`config.mk`:
```
export PLATFORM = sky130hd
export DESIGN_NAME = cumsum_window_ctrl_flat
export DESIGN_NICKNAME = d
export VERILOG_FILES = /design/src/rtl/cumsum_window_ctrl_pkg.sv /design/src/rtl/cumsum_window_ctrl_if.sv /design/src/rtl/cumsum_window_ctrl_sat_acc.sv /design/src/rtl/cumsum_window_ctrl.sv /design/src/flat_wrapper.sv
export SDC_FILE = /design/constraint.sdc
export NUM_CORES = 1
export LEC_CHECK = 0
export BUFFER_PORTS_ARGS = -buffer_cell sky130_fd_sc_hd__buf_2
export CORE_MARGIN = 2
export CORE_UTILIZATION = 45
export CTS_CLUSTER_DIAMETER = 40
export DETAILED_ROUTE_END_ITERATION = 6
export HOLD_SLACK_MARGIN = 0.03
export PLACE_DENSITY_LB_ADDON = 0.12
export SLEW_MARGIN = 20
export SYNTH_ARGS = -nofsm -noshare
export SYNTH_HDL_FRONTEND = slang
export SYNTH_SLANG_ARGS = --single-unit
export TNS_END_PERCENT = 30
```
`constraint.sdc`:
```
create_clock -name clk -period 6.4 [get_ports clk]
set_clock_uncertainty 0.1 [all_clocks]
set_input_delay 0.32 -clock clk [delete_from_list [all_inputs] [get_ports clk]]
set_output_delay 0.32 -clock clk [all_outputs]
set_load 0.01 [all_outputs]
```
`src/rtl/cumsum_window_ctrl_pkg.sv`:
```
// ============================================================================
// Module : cumsum_pkg
// Shared register map, bit indices, FSM state encoding and default widths
// Rev    : 1.0
// ============================================================================
`default_nettype none

package cumsum_pkg;

    localparam int DEF_DATA_W = 14;
    localparam int DEF_SUM_W  = 28;
    localparam int DEF_CNT_W  = 16;

    localparam logic [1:0] c_ADDR_CTRL   = 2'd0;
    localparam logic [1:0] c_ADDR_WINDOW = 2'd1;
    localparam logic [1:0] c_ADDR_STATUS = 2'd2;
    localparam logic [1:0] c_ADDR_RESULT = 2'd3;

    localparam int c_CTRL_START  = 0;
    localparam int c_CTRL_CONT   = 1;
    localparam int c_CTRL_ABORT  = 2;
    localparam int c_CTRL_IRQ_EN = 3;

    localparam int c_STAT_BUSY    = 0;
    localparam int c_STAT_DONE    = 1;
    localparam int c_STAT_OVERRUN = 2;
    localparam int c_STAT_SAT     = 3;
    localparam int c_STAT_CFG_ERR = 4;

    typedef enum logic [1:0] {
        S_IDLE  = 2'd0,
        S_ACCUM = 2'd1,
        S_LATCH = 2'd2
    } state_t;

endpackage

`default_nettype wire

```
`src/rtl/cumsum_window_ctrl_if.sv`:
```
// ============================================================================
// Module : cumsum_window_ctrl_if
// Avalon-MM slave register bus used by the window-sum controller
// Rev    : 1.0
// ============================================================================
`default_nettype none

interface cumsum_window_ctrl_if;
    logic [1:0]  address;
    logic        write;
    logic [31:0] writedata;
    logic        read;
    logic [31:0] readdata;

    modport master (
        output address, write, writedata, read,
        input  readdata
    );

    modport slave (
        input  address, write, writedata, read,
        output readdata
    );
endinterface

`default_nettype wire

```
`src/rtl/cumsum_window_ctrl_sat_acc.sv`:
```
// ============================================================================
// Module : cumsum_sat_acc
// Unsigned accumulator that clamps at all-ones and flags the overflow event
// Rev    : 1.0
// ============================================================================
`default_nettype none

module cumsum_sat_acc
    import cumsum_pkg::*;
#(
    parameter int DATA_W = DEF_DATA_W,
    parameter int SUM_W  = DEF_SUM_W
) (
    input  wire logic              clk,
    input  wire logic              reset,
    input  wire logic              i_clr,
    input  wire logic              i_en,
    input  wire logic [DATA_W-1:0] i_data,
    output logic      [SUM_W-1:0]  o_acc,
    output logic                   o_sat
);

    logic [SUM_W-1:0] r_acc;
    logic [SUM_W:0]   w_sum;

    // One extra bit catches the carry so overflow can be clamped
    assign w_sum = {1'b0, r_acc} + {{(SUM_W + 1 - DATA_W){1'b0}}, i_data};
    assign o_sat = i_en && !i_clr && w_sum[SUM_W];
    assign o_acc = r_acc;

    always_ff @(posedge clk) begin
        if (reset) begin
            r_acc <= '0;
        end else if (i_clr) begin
            r_acc <= '0;
        end else if (i_en) begin
            r_acc <= w_sum[SUM_W] ? {SUM_W{1'b1}} : w_sum[SUM_W-1:0];
        end
    end

endmodule

`default_nettype wire

```
`src/rtl/cumsum_window_ctrl.sv`:
```
// ============================================================================
// Module : cumsum_window_ctrl
// Sums N ADC samples per window under Avalon-MM control, single-shot or continuous
// Rev    : 1.0
// ============================================================================
`default_nettype none

module cumsum_window_ctrl
    import cumsum_pkg::*;
#(
    parameter int DATA_W = DEF_DATA_W,
    parameter int SUM_W  = DEF_SUM_W,
    parameter int CNT_W  = DEF_CNT_W
) (
    input  wire logic              clk,
    input  wire logic              reset,
    cumsum_window_ctrl_if.slave    bus,
    input  wire logic              sample_valid,
    input  wire logic [DATA_W-1:0] sample_data,
    output logic      [SUM_W-1:0]  cumsum_out,
    output logic                   cumsum_valid,
    output logic                   irq
);

    state_t           r_state, w_state_nxt;
    logic             r_continuous, r_irq_en;
    logic [CNT_W-1:0] r_window_n, r_cnt, w_cnt_next;
    logic             r_done, r_overrun, r_sat, r_cfg_err;
    logic [SUM_W-1:0] r_cumsum_out, w_acc;
    logic             r_cumsum_valid;
    logic [31:0]      r_readdata, w_rd_mux;

    logic w_wr_ctrl, w_wr_window, w_wr_status, w_rd_result;
    logic w_start, w_abort, w_done_clr, w_busy;
    logic w_acc_clr, w_acc_en, w_acc_sat, w_cnt_clr, w_cnt_inc, w_latch, w_cfg_err_set;
    logic w_unused_wdata;

    assign w_wr_ctrl   = bus.write && (bus.address == c_ADDR_CTRL);
    assign w_wr_window = bus.write && (bus.address == c_ADDR_WINDOW);
    assign w_wr_status = bus.write && (bus.address == c_ADDR_STATUS);
    assign w_rd_result = bus.read  && (bus.address == c_ADDR_RESULT);
    assign w_start     = w_wr_ctrl && bus.writedata[c_CTRL_START];
    assign w_abort     = w_wr_ctrl && bus.writedata[c_CTRL_ABORT];
    assign w_done_clr  = w_rd_result || (w_wr_status && bus.writedata[c_STAT_DONE]);
    assign w_busy      = (r_state != S_IDLE);
    assign w_cnt_next  = r_cnt + 1'b1;
    assign w_unused_wdata = ^bus.writedata;

    cumsum_sat_acc #(
        .DATA_W (DATA_W),
        .SUM_W  (SUM_W)
    ) u_acc (
        .clk    (clk),
        .reset  (reset),
        .i_clr  (w_acc_clr),
        .i_en   (w_acc_en),
        .i_data (sample_data),
        .o_acc  (w_acc),
        .o_sat  (w_acc_sat)
    );

    always_ff @(posedge clk) begin
        if (reset) r_state <= S_IDLE;
        else       r_state <= w_state_nxt;
    end

    always_comb begin
        w_state_nxt   = r_state;
        w_acc_clr     = 1'b0;
        w_acc_en      = 1'b0;
        w_cnt_clr     = 1'b0;
        w_cnt_inc     = 1'b0;
        w_latch       = 1'b0;
        w_cfg_err_set = 1'b0;
        if (w_abort) begin
            w_state_nxt = S_IDLE;
        end else begin
            case (r_state)
                S_IDLE: begin
                    if (w_start) begin
                        if (r_window_n == '0) begin
                            w_cfg_err_set = 1'b1;
                        end else begin
                            w_state_nxt = S_ACCUM;
                            w_acc_clr   = 1'b1;
                            w_cnt_clr   = 1'b1;
                        end
                    end
                end
                S_ACCUM: begin
                    if (sample_valid) begin
                        w_acc_en  = 1'b1;
                        w_cnt_inc = 1'b1;
                        if (w_cnt_next == r_window_n) w_state_nxt = S_LATCH;
                    end
                end
                S_LATCH: begin
                    // Samples arriving here are ignored; the next window starts clean
                    w_latch = 1'b1;
                    if (r_continuous) begin
                        w_state_nxt = S_ACCUM;
                        w_acc_clr   = 1'b1;
                        w_cnt_clr   = 1'b1;
                    end else begin
                        w_state_nxt = S_IDLE;
                    end
                end
                default: w_state_nxt = S_IDLE;
            endcase
        end
    end

    always_ff @(posedge clk) begin
        if (reset) begin
            r_continuous   <= 1'b0;
            r_irq_en       <= 1'b0;
            r_window_n     <= {{(CNT_W-1){1'b0}}, 1'b1};
            r_cnt          <= '0;
            r_done         <= 1'b0;
            r_overrun      <= 1'b0;
            r_sat          <= 1'b0;
            r_cfg_err      <= 1'b0;
            r_cumsum_out   <= '0;
            r_cumsum_valid <= 1'b0;
        end else begin
            if (w_wr_ctrl) begin
                r_continuous <= bus.writedata[c_CTRL_CONT];
                r_irq_en     <= bus.writedata[c_CTRL_IRQ_EN];
            end
            if (w_wr_window && !w_busy) r_window_n <= bus.writedata[CNT_W-1:0];

            if (w_cnt_clr)      r_cnt <= '0;
            else if (w_cnt_inc) r_cnt <= w_cnt_next;

            if (w_latch) r_cumsum_out <= w_acc;
            r_cumsum_valid <= w_latch;

            // A latch colliding with a clear keeps done and counts as an overrun
            if (w_latch)         r_done <= 1'b1;
            else if (w_done_clr) r_done <= 1'b0;

            if (w_latch && (r_done || w_done_clr))
                r_overrun <= 1'b1;
            else if (w_wr_status && bus.writedata[c_STAT_OVERRUN])
                r_overrun <= 1'b0;

            if (w_acc_sat)
                r_sat <= 1'b1;
            else if (w_wr_status && bus.writedata[c_STAT_SAT])
                r_sat <= 1'b0;

            if (w_cfg_err_set)
                r_cfg_err <= 1'b1;
            else if (w_wr_status && bus.writedata[c_STAT_CFG_ERR])
                r_cfg_err <= 1'b0;
        end
    end

    always_comb begin
        w_rd_mux = '0;
        case (bus.address)
            c_ADDR_CTRL: begin
                w_rd_mux[c_CTRL_CONT]   = r_continuous;
                w_rd_mux[c_CTRL_IRQ_EN] = r_irq_en;
            end
            c_ADDR_WINDOW: w_rd_mux[CNT_W-1:0] = r_window_n;
            c_ADDR_STATUS: begin
                w_rd_mux[c_STAT_BUSY]    = w_busy;
                w_rd_mux[c_STAT_DONE]    = r_done;
                w_rd_mux[c_STAT_OVERRUN] = r_overrun;
                w_rd_mux[c_STAT_SAT]     = r_sat;
                w_rd_mux[c_STAT_CFG_ERR] = r_cfg_err;
            end
            default: w_rd_mux[SUM_W-1:0] = r_cumsum_out;
        endcase
    end

    always_ff @(posedge clk) begin
        if (reset)         r_readdata <= '0;
        else if (bus.read) r_readdata <= w_rd_mux;
    end

    assign bus.readdata  = r_readdata;
    assign cumsum_out    = r_cumsum_out;
    assign cumsum_valid  = r_cumsum_valid;
    assign irq           = r_done && r_irq_en;

endmodule

`default_nettype wire

```
`src/flat_wrapper.sv`:
```
// flat-port wrapper written by rule: the top's interface ports become plain ports
module cumsum_window_ctrl_flat import cumsum_pkg::*;
#(
    parameter int DATA_W = DEF_DATA_W,
    parameter int SUM_W  = DEF_SUM_W,
    parameter int CNT_W  = DEF_CNT_W
)
  (clk, reset, sample_valid, sample_data, cumsum_out, cumsum_valid, irq, bus_address, bus_write, bus_writedata, bus_read, bus_readdata);
  cumsum_window_ctrl_if bus_i ();
  input  wire logic clk;
  input  wire logic reset;
  input  wire logic sample_valid;
  input  wire logic [DATA_W-1:0] sample_data;
  output logic      [SUM_W-1:0] cumsum_out;
  output logic cumsum_valid;
  output logic irq;
  input wire logic [$bits(bus_i.address)-1:0] bus_address;
  input wire logic [$bits(bus_i.write)-1:0] bus_write;
  input wire logic [$bits(bus_i.writedata)-1:0] bus_writedata;
  input wire logic [$bits(bus_i.read)-1:0] bus_read;
  output wire logic [$bits(bus_i.readdata)-1:0] bus_readdata;
  assign bus_i.address = bus_address;
  assign bus_i.write = bus_write;
  assign bus_i.writedata = bus_writedata;
  assign bus_i.read = bus_read;
  assign bus_readdata = bus_i.readdata;
  cumsum_window_ctrl #(.DATA_W(DATA_W), .SUM_W(SUM_W), .CNT_W(CNT_W)) u_core (.clk(clk), .reset(reset), .bus(bus_i), .sample_valid(sample_valid), .sample_data(sample_data), .cumsum_out(cumsum_out), .cumsum_valid(cumsum_valid), .irq(irq));
endmodule
```
==> qor.yml <==
logic_synthesis:
  ys_seq_area_share_pct: 39.9
  synth-adder-area-share_pct: 3.31
  syn_area_per_cell_um2: 8.37
  synth_top_family_by_area: "simple AND/OR/NAND/NOR gates"
  synthFlopType: "dfxtp_1"
  netlist_area_um2: 6270
  synthSimpleGateAreaFrac_pct: 22.7
  yosys_warnings: 0
  syn-instance-count: 749
  synth-edff-count: 0
  synthMuxAreaShare_pct: 5.89
  synthDistinctLibCells: 58
  synth_xor_area_share_pct: 6.57
  ys_ff_latch: 125
  synth_compound_area_share_pct: 17.8
  synth-async-reset-ratio_pct: 0
die:
  num_io_pins: 115
  floorplan.initialDensity_pct: 45.7
  core_area_um2: 13700
  num_rows: 43
  die_area_um2: 14900
  die_w_um: 122
  die_y_um: 122
grt:
  grt_max_degree: 83
  antenna_found_initial: 0
  grt_pass1_wl_mm: 26.7
  grt_overflow_total: 0
  grt_pass1_vias: 5287
  grt_use_total_pct: 23.0
clock_tree:
  h-tree-depth: 4
  cts_buffer_depth: 2
  clkTransAtPathRegs_ns: 0.05
  postCtsSetupBuffers: 0
  cts_inserted_buffers: 17
  clk_latency_ns: 0.42
  clkSinkCount: 125
  cts_tree: "done"
  cts-root-buf: "clkbuf_16"
sta:
  maxSlewViolCount: 0
  fin_crit_ns: 2.89
  setup_viol: 0
  relSlewSlack_pct: 26.9
  fin_crit_sh_pct: 45.1
  rsz0062_at_grt: "false"
  worst_pin_slew_ns: 1.09
  final_hold_viol_count: 0
  layout_setup_ws_ns: 3.51
  fmax_mhz: 347
  fin_tns_setup_ns: 0
worst_setup_path:
  cp.required_ns: 6.63
  critPathMaxFanout: 14
  critPathTopFamily: "compound AO/OA/AOI/OAI gates"
  path_cells: "ha_1 > fa_1 > a21oi_1 > o221ai_1 > a31oi_1 > nor3_2 > a21boi_0 > a211oi_1"
  critPathCaptureType: "register"
  max_stage_delay_ns: 0.63
  cp.arrival_ns: 3.11
  cp_num_buf_inv: 0
  cp_slowest_cell: "nor3_2"
  path_class: "reg -> reg"
  critPathLaunchType: "register"
layout:
  n_antenna_cell: 0
  fin_util_pct: 54.5
  layout.cells.most_common: "dfxtp_1"
  fin_nets: 896
  syn_to_final_growth_pct: 19.2
  drive_gt1_share_pct: 20.0
  mostFrequentLayoutCells: "dfxtp_1 (125), nand2_1 (94), buf_2 (94), nor2_1 (84), a21oi_1 (81)"
  fillers: 1288
detailed_routing:
  firstDrtPassIters: 5
  routed_via_density: 5.57
  drt_iter0_markers: 413
  num_vias: 5675
  wire_per_inst_um: 16.3
  drc: 0
  routed_wl_mm: 16.6
  drt.antenna.violating_nets: 0
placed_design:
  dp_worst_setup_slack_ns: 2.78
  dpl.hpwl_mm: 11.9
  place_congestion: 0.957
  port_buffers: 94
pwr:
  power_leakage_nw: 3.08
  p_per_area_nw_per_um2: 254
  ir_worst_vdd_uv: 183
flow_run:
  maxCapViolCount: 0
min_path:
  hp-class: "in -> reg"
outcome:
  outcome: "finished clean"
worst min-delay path: cells and delay by family:
family,cells,cell delay [ns]
buf+inv,1,0.08
mux,1,0.05
simple gates,1,0.07
layer usage:
layer / global-route usage [%] / wire [um] / share of wire [%] / up-vias
met5: 0 / 0 / 0 / -
met4: 9.55 / 351 / 2.1 / 0
met3: 4.73 / 748 / 4.5 / 33
met2: 37.2 / 7820 / 47 / 149
met1: 29.8 / 7660 / 46 / 2700
li1: - / - / - / 2793
final timing paths:
path	startpoint	end	slack [ns]	cells past startpoint
worst min-delay path	bus_writedata[13]	u_core.r_window_n[13]$_SDFFE_PP0P_	0.04	3
worst max register to register	u_core.u_acc.o_acc[0]$_SDFFE_PP0P_	u_core.u_acc.o_acc[19]$_SDFFE_PP0P_	3.51	8
worst max-delay path	u_core.u_acc.o_acc[0]$_SDFFE_PP0P_	u_core.u_acc.o_acc[19]$_SDFFE_PP0P_	3.51	8
worst min register to register	u_core.cumsum_out[13]$_SDFFE_PP0P_	u_core.cumsum_out[13]$_SDFFE_PP0P_	0.36	2
metrics by stage:
| step | area, um2 | power (W) | std cells | hold WS (ns) |
|---|---|---|---|---|
| after floorplan | 6280 | 0.000898 | 752 | 0.345 |
| after global placement | 6840 | 0.000933 | 985 | 0.357 |
| after detailed placement | 6840 | 0.000937 | 985 | 0.360 |
| after CTS | 7470 | 0.00192 | 1018 | 0.0309 |
| after global routing | 7470 | 0.00196 | 1018 | 0.0364 |
| final | 7470 | 0.00190 | 1018 | 0.0429 |
synth_stat cells, types with 4 or more instances:
cell type / count / share of area, %
dfxtp_1: 125 / 40
nand2_1: 94 / 5.6
nor2_1: 84 / 5.0
a21oi_1: 81 / 6.5
clkbuf_1: 35 / 2.1
nor2b_1: 33 / 3.3
xnor2_1: 27 / 3.8
mux2i_1: 20 / 3.2
xor2_1: 20 / 2.8
o21ai_0: 19 / 1.5
nand3_1: 16 / 1.3
ha_1: 15 / 3.0
mux2_2: 15 / 2.7
nor3_1: 13 / 1.0
o221a_2: 13 / 2.3
a211oi_1: 12 / 1.4
and3_1: 12 / 1.2
a31oi_1: 11 / 1.1
inv_1: 10 / 0.60
nand4_1: 10 / 1.0
and2_1: 9 / 0.90
and4_1: 7 / 0.98
nor4_1: 5 / 0.50
a311oi_1: 4 / 0.56
buf_1: 4 / 0.24
buf_2: 4 / 0.32
buf_4: 4 / 0.48
sequential cells by signal, indices dropped and copies added (netlist names), 2 cells and up:
| name | count |
|---|---|
| u_core.u_acc.o_acc | 28 |
| u_core.r_cnt | 16 |
| u_core.cumsum_out | 28 |
| u_core.r_state | 2 |
| u_core.bus.readdata | 28 |
| u_core.r_window_n | 16 |
layout make-up:
type / instances / area (um2) / share of cell area [%]
multi-input combinational: 570 / 3570 / 47.7
clock buffer: 20 / 457 / 6.11
sequential: 125 / 2500 / 33.5
inverter: 10 / 37.5 / 0.502
tap: 180 / 225 / 3.01
clock inverter: 10 / 140 / 1.88
timing repair buffer: 103 / 546 / 7.30
cells by family after synthesis:
logic type,count (synthesis)
AND/OR/NAND/NOR,298
other,1
buffers and inverters,57
AO/OA/AOI/OAI,170
multiplexers,35
adder cells (fa/ha/maj),16
flip-flops,125
XOR/XNOR,47
where the power goes:
group,internal (W),switching [W]
combinational,0.0000488,0.0000735
clock,0.000628,0.000348
sequential,0.000788,0.0000116
what timing repair did:
| item | 4_1_cts | 5_1_grt |
|---|---|---|
| hold buffers | 3 | 0 |
| endpoints found under the hold margin | 3 | 0 |
| gates resized for setup | 0 | 0 |
Note: power is estimated with default switching activity, not from simulation.
